$ cat src/rtl/irq_trap_arbiter.sv
// Interrupt arbiter: samples level IRQ lines, applies enable/delegation/privilege
// rules and RISC-V priority, and presents a latched trap request. Optional macro IRQ_SYNC_EN.
module irq_trap_arbiter #(
  parameter int NUM_IRQ     = 12,
  parameter int SYNC_STAGES = 2
) (
  input  logic               clk,
  input  logic               resetn,
  input  logic [NUM_IRQ-1:0] irq_in,
  input  logic [NUM_IRQ-1:0] irq_enable,
  input  logic [NUM_IRQ-1:0] mideleg,
  input  logic               global_mie,
  input  logic               global_sie,
  input  logic [1:0]         privilege_mode,
  input  logic               instr_boundary,
  input  logic               trap_ack,
  input  logic               wfi_active,
  output logic [NUM_IRQ-1:0] pending,
  output logic               trap_req,
  output logic [31:0]        trap_cause,
  output logic               trap_to_s,
  output logic               wfi_wake
);

  typedef enum logic [1:0] {
    IDLE,
    REQ,
    HOLDOFF
  } state_t;

  localparam logic [1:0] PrivU = 2'd0;
  localparam logic [1:0] PrivS = 2'd1;
  localparam logic [1:0] PrivM = 2'd3;

  state_t             state_q, state_d;
  logic               load_winner;
  logic [NUM_IRQ-1:0] irq_sampled;
  logic [NUM_IRQ-1:0] pending_q;
  logic [31:0]        trap_cause_q;
  logic               trap_to_s_q;
  logic               wfi_wake_q;

  logic               m_target_en, s_target_en;
  logic [NUM_IRQ-1:0] elig_m, elig_s;
  logic [5:0]         win_m, win_s;
  logic               any_elig;
  logic [4:0]         win_idx;
  logic               win_to_s;

`ifdef IRQ_SYNC_EN
  logic [NUM_IRQ-1:0] sync_q [SYNC_STAGES];

  always_ff @(posedge clk or negedge resetn) begin
    if (!resetn) begin
      for (int s = 0; s < SYNC_STAGES; s++) sync_q[s] <= '0;
    end else begin
      sync_q[0] <= irq_in;
      for (int s = 1; s < SYNC_STAGES; s++) sync_q[s] <= sync_q[s-1];
    end
  end

  assign irq_sampled = sync_q[SYNC_STAGES-1];
`else
  assign irq_sampled = irq_in;
`endif

  always_ff @(posedge clk or negedge resetn) begin
    if (!resetn) begin
      pending_q  <= '0;
      wfi_wake_q <= 1'b0;
    end else begin
      pending_q  <= irq_sampled;
      wfi_wake_q <= wfi_active & (|(pending_q & irq_enable));
    end
  end

  // Shift-based bit pick keeps out-of-range fixed indices (e.g. 11 with 6 lines) harmless.
  function automatic logic bit_at(input logic [NUM_IRQ-1:0] v, input int idx);
    return 1'(v >> idx);
  endfunction

  function automatic int fixed_prio(input int rank);
    case (rank)
      0:       return 11;
      1:       return 3;
      2:       return 7;
      3:       return 9;
      4:       return 1;
      default: return 5;
    endcase
  endfunction

  function automatic logic is_fixed(input int idx);
    return (idx == 11) || (idx == 3) || (idx == 7) || (idx == 9) || (idx == 1) || (idx == 5);
  endfunction

  // Returns {found, index}; later assignments override earlier ones, so scan lowest priority first.
  function automatic logic [5:0] pick_winner(input logic [NUM_IRQ-1:0] v);
    logic [5:0] r;
    r = '0;
    for (int i = 0; i < NUM_IRQ; i++) begin
      if (!is_fixed(i) && bit_at(v, i)) r = {1'b1, 5'(i)};
    end
    for (int k = 5; k >= 0; k--) begin
      if (bit_at(v, fixed_prio(k))) r = {1'b1, 5'(fixed_prio(k))};
    end
    return r;
  endfunction

  always_comb begin
    m_target_en = (privilege_mode != PrivM) || global_mie;
    s_target_en = (privilege_mode == PrivU) || ((privilege_mode == PrivS) && global_sie);
    elig_m      = pending_q & irq_enable & ~mideleg & {NUM_IRQ{m_target_en}};
    elig_s      = pending_q & irq_enable & mideleg & {NUM_IRQ{s_target_en}};
    win_m       = pick_winner(elig_m);
    win_s       = pick_winner(elig_s);
    any_elig    = win_m[5] | win_s[5];
    win_idx     = win_m[5] ? win_m[4:0] : win_s[4:0];
    win_to_s    = ~win_m[5];
  end

  always_ff @(posedge clk or negedge resetn) begin
    if (!resetn) begin
      state_q <= IDLE;
    end else begin
      state_q <= state_d;
    end
  end

  // trap_ack only matters in REQ and takes precedence over a fresh boundary.
  always_comb begin
    state_d     = state_q;
    load_winner = 1'b0;
    case (state_q)
      IDLE: begin
        if (instr_boundary && any_elig) begin
          state_d     = REQ;
          load_winner = 1'b1;
        end
      end
      REQ: begin
        if (trap_ack) state_d = HOLDOFF;
      end
      HOLDOFF: state_d = IDLE;
      default: state_d = IDLE;
    endcase
  end

  always_ff @(posedge clk or negedge resetn) begin
    if (!resetn) begin
      trap_cause_q <= '0;
      trap_to_s_q  <= 1'b0;
    end else if (load_winner) begin
      trap_cause_q <= {1'b1, 31'(win_idx)};
      trap_to_s_q  <= win_to_s;
    end
  end

  assign pending    = pending_q;
  assign trap_req   = (state_q == REQ);
  assign trap_cause = trap_cause_q;
  assign trap_to_s  = trap_to_s_q;
  assign wfi_wake   = wfi_wake_q;

endmodule
$ cat config.mk
export PLATFORM = sky130hd
export DESIGN_NAME = irq_trap_arbiter
export DESIGN_NICKNAME = d
export VERILOG_FILES = /design/src/rtl/irq_trap_arbiter.sv
export SDC_FILE = /design/constraint.sdc
export NUM_CORES = 1
export LEC_CHECK = 0
export BUFFER_PORTS_ARGS = -buffer_cell sky130_fd_sc_hd__buf_2
export CAP_MARGIN = 20
export CORE_UTILIZATION = 43
export CTS_BUF_LIST = sky130_fd_sc_hd__clkbuf_4 sky130_fd_sc_hd__clkbuf_8
export DETAILED_ROUTE_END_ITERATION = 10
export PLACE_DENSITY = 0.91
export SETUP_SLACK_MARGIN = 0.1
export SKIP_CTS_REPAIR_TIMING = 1
export SLEW_MARGIN = 20
export SYNTH_ARGS = -nofsm -noshare
export SYNTH_HDL_FRONTEND = slang
export SYNTH_SLANG_ARGS = --single-unit
$ cat constraint.sdc
create_clock -name clk -period 2.3 [get_ports clk]
set_input_delay 0.23 -clock clk [delete_from_list [all_inputs] [get_ports clk]]
set_output_delay 0.23 -clock clk [all_outputs]
set_load 0.05 [all_outputs]
==> out/qor.csv <==
metric,value,unit
run status,"complete, no violations",
fin crit period,2.01,ns
Post-synth ARST share,100,%
CP max-delay cell,a2111oi_1,
critical path class,reg2reg,
Die Y,59.1,um
post-synth top area cell,dfrtp_1,
Clock Tree Buf Depth,2,
Final Hold Violating Endpoints,0,
Max-slew headroom,57.0,%
Hold Path Class,in2reg,
PortBufs,64,
via count,1313,
Detail Placement HPWL,2.68,mm
complex-gate fraction of the synthesized area,16.4,%
CTS Buf Count,3,
Hold Crit Start,irq_in[4],
Sum Neg Setup Slack,0,ns
Syn. warnings,0,
clock net sink count,21,
Critical R2R Launch,pending[5],
Final Max Tran Viols,0,
initial core utilization,45.5,%
combinational family with the most area after synthesis,simple AND/OR/NAND/NOR gates,
final RePlAce weighted congestion,0.900,
initial antenna violation count,0,
Initial DRC Count,49,
Tcrit/Tclk final,87.6,%
cell at the root of the clock tree,clkbuf_4,
Synth Area in XOR/XNOR,0,%
R2R Setup Slk,0.29,ns
Synth Area in Simple Gates,24.6,%
power density over the cells,756,nW/um^2
Max-Cap Viols,0,
fin nets,266,
CP max FO,7,
Tot GR Track Use,18.8,%
measured slew at the worst slew-check pin,0.636,ns
Critical Path RT,2.49,ns
first-pass GRT wire length,5.00,mm
core area,3080,um^2
Synth top cells by count,"28 x buf_4, 21 x dfrtp_1, 15 x nand2_1",
syn avg cell area,9.22,um^2
mux cell area share after synthesis,4.29,%
clk slew on worst S/H paths,0.12,ns
Congestion Overflow GR,0,
crit-path most repeated cell,nand2_1,
post-synthesis cell count,152,
io pins,92,
sequential-to-total area share from yosys stat,37.5,%
Max Clock Freq,496,MHz
slowest cell delay on critical path,0.46,ns
number of flops mapped to enable cells by yosys,0,
Yosys top cell area share,37.5,%
Post-DRT Antenna Nets,0,
TritonCTS clock tree,yes,
static leakage,0.878,nW
Crit path arrival time,2.20,ns
Post-Synth Adder-Cell Area,0,%
layout cells sized above 1,35.9,%
Pwr Total,1.29,mW
area grow syn2layout,22.2,%
first-pass iteration count of the detailed router,4,
Post-route DRC,0,
Via density,4.97,
largest net degree at the start of global routing,22,
Setup crit start,pending[5],
final setup fails,0,
Max VDD drop,0.330,mV
insertion delay to the later sink of the worst-skew pair,0.30,ns
H-tree levels,1,
Avg WL per Cell,12.1,um
Final Skew,0.0122,ns
Rows,20,
CP Cell Sequence,nand3_1 > nand2_1 > a2111oi_1 > nand2_1 > o21ai_4 > mux2_4,
Die ar.,3490,um^2
most common cell in the synthesized netlist,buf_4,
vias in the first global route,1213,
ranking of synthesized cells by area,"dfrtp_1 38%, buf_4 15%, nand3_1 4.3%, mux2_4 4.3%, nand2_1 4.0%",
RSZ-0062 raised after global routing,no,
Netlist cell types,40,
"Top FF cell, synth",dfrtp_1,
Die Span X,59.1,um
CP Launch Type,flop,
Post-Syn Area,1400,um^2
Synth Register Bits,21,
CP endpoint kind,flop,
ant diodes,0,
final wirelength,3.19,mm
sequential cells by signal (all words and copies together), names as in the netlist:
| signal | cells |
|---|---|
| wfi_wake | 1 |
| state_q | 2 |
| trap_cause | 5 |
| pending | 12 |
| trap_to_s | 1 |
worst max-delay path, delay by kind of cell (launching register included):
family	cells	cell delay, ns
AND/OR/NAND/NOR	3	0.41
AO/OA/AOI/OAI	2	0.74
multiplexers	1	0.33
flip-flops	1	0.43
cells in the final DEF (no fill, tap or decap), drive strengths merged, types with 2 or more instances in the layout:
master | netlist | final
o22a | 2 | 2
o221ai | 2 | 2
nand3 | 12 | 12
and3 | 2 | 2
nand2b | 2 | 2
conb | 1 | 27
clkbuf | 0 | 4
nor3 | 5 | 5
dfrtp | 21 | 21
a21oi | 4 | 4
buf | 29 | 64
a31oi | 2 | 2
dlygate4sd3 | 0 | 3
nand2 | 16 | 16
nor2 | 9 | 9
nand4 | 4 | 4
o22ai | 3 | 3
nand3b | 5 | 5
inv | 4 | 4
o21ai | 8 | 8
and2 | 2 | 2
mux2 | 4 | 4
routing by layer:
metal	vias to the layer above	GRT usage [%]	share of wire, %
met1	593	25.3	41
met3	6	2.40	9.1
met4	0	4.76	1.3
met5	-	0	0
li1	634	-	-
met2	80	32.1	48
path summary, 6_finish.rpt:
kind                                  endpoint  cells past startpoint
max in group asynchronous        trap_cause[1]                      2
worst max-delay path             trap_cause[3]                      6
min in group asynchronous           pending[7]                      2
worst min register to register  trap_cause[31]                      1
worst max register to register   trap_cause[3]                      6
worst min-delay path                pending[4]                      1
through the flow:
stage          setup WS [ns]  cells  cell area [um^2]  hold WS [ns]  utilization (%)
2_1_floorplan          0.210    178              1500       -0.0656                -
3_3_place_gp           0.258    257              1650         0.198             53.7
3_5_place_dp           0.200    257              1650         0.212             53.7
4_1_cts                0.291    261              1680        -0.122             54.7
5_1_grt                0.172    264              1710       0.00281             55.7
6_report               0.286    264              1710        0.0238             55.7
layout make-up:
cell class,count,area (um^2)
Clock buffer,4,30.0
Fill cell,304,1370
Inverter,4,15.0
Multi-Input combinational cell,124,737
Sequential cell,21,526
Tap cell,44,55.1
Timing Repair Buffer,67,350
power by group:
group	switching (mW)	leakage [nW]	internal (mW)
registers	0.0367	0.247	0.433
clock network	0.107	0.0184	0.0793
logic	0.460	0.613	0.179
total	0.603	0.878	0.691
logic make-up after synthesis:
kind of cell,count (synthesis)
compound gates,31
other cells,1
buf+inv,33
simple gates,62
flops,21
mux,4
No activity file was read; power rests on OpenSTA's default activity.
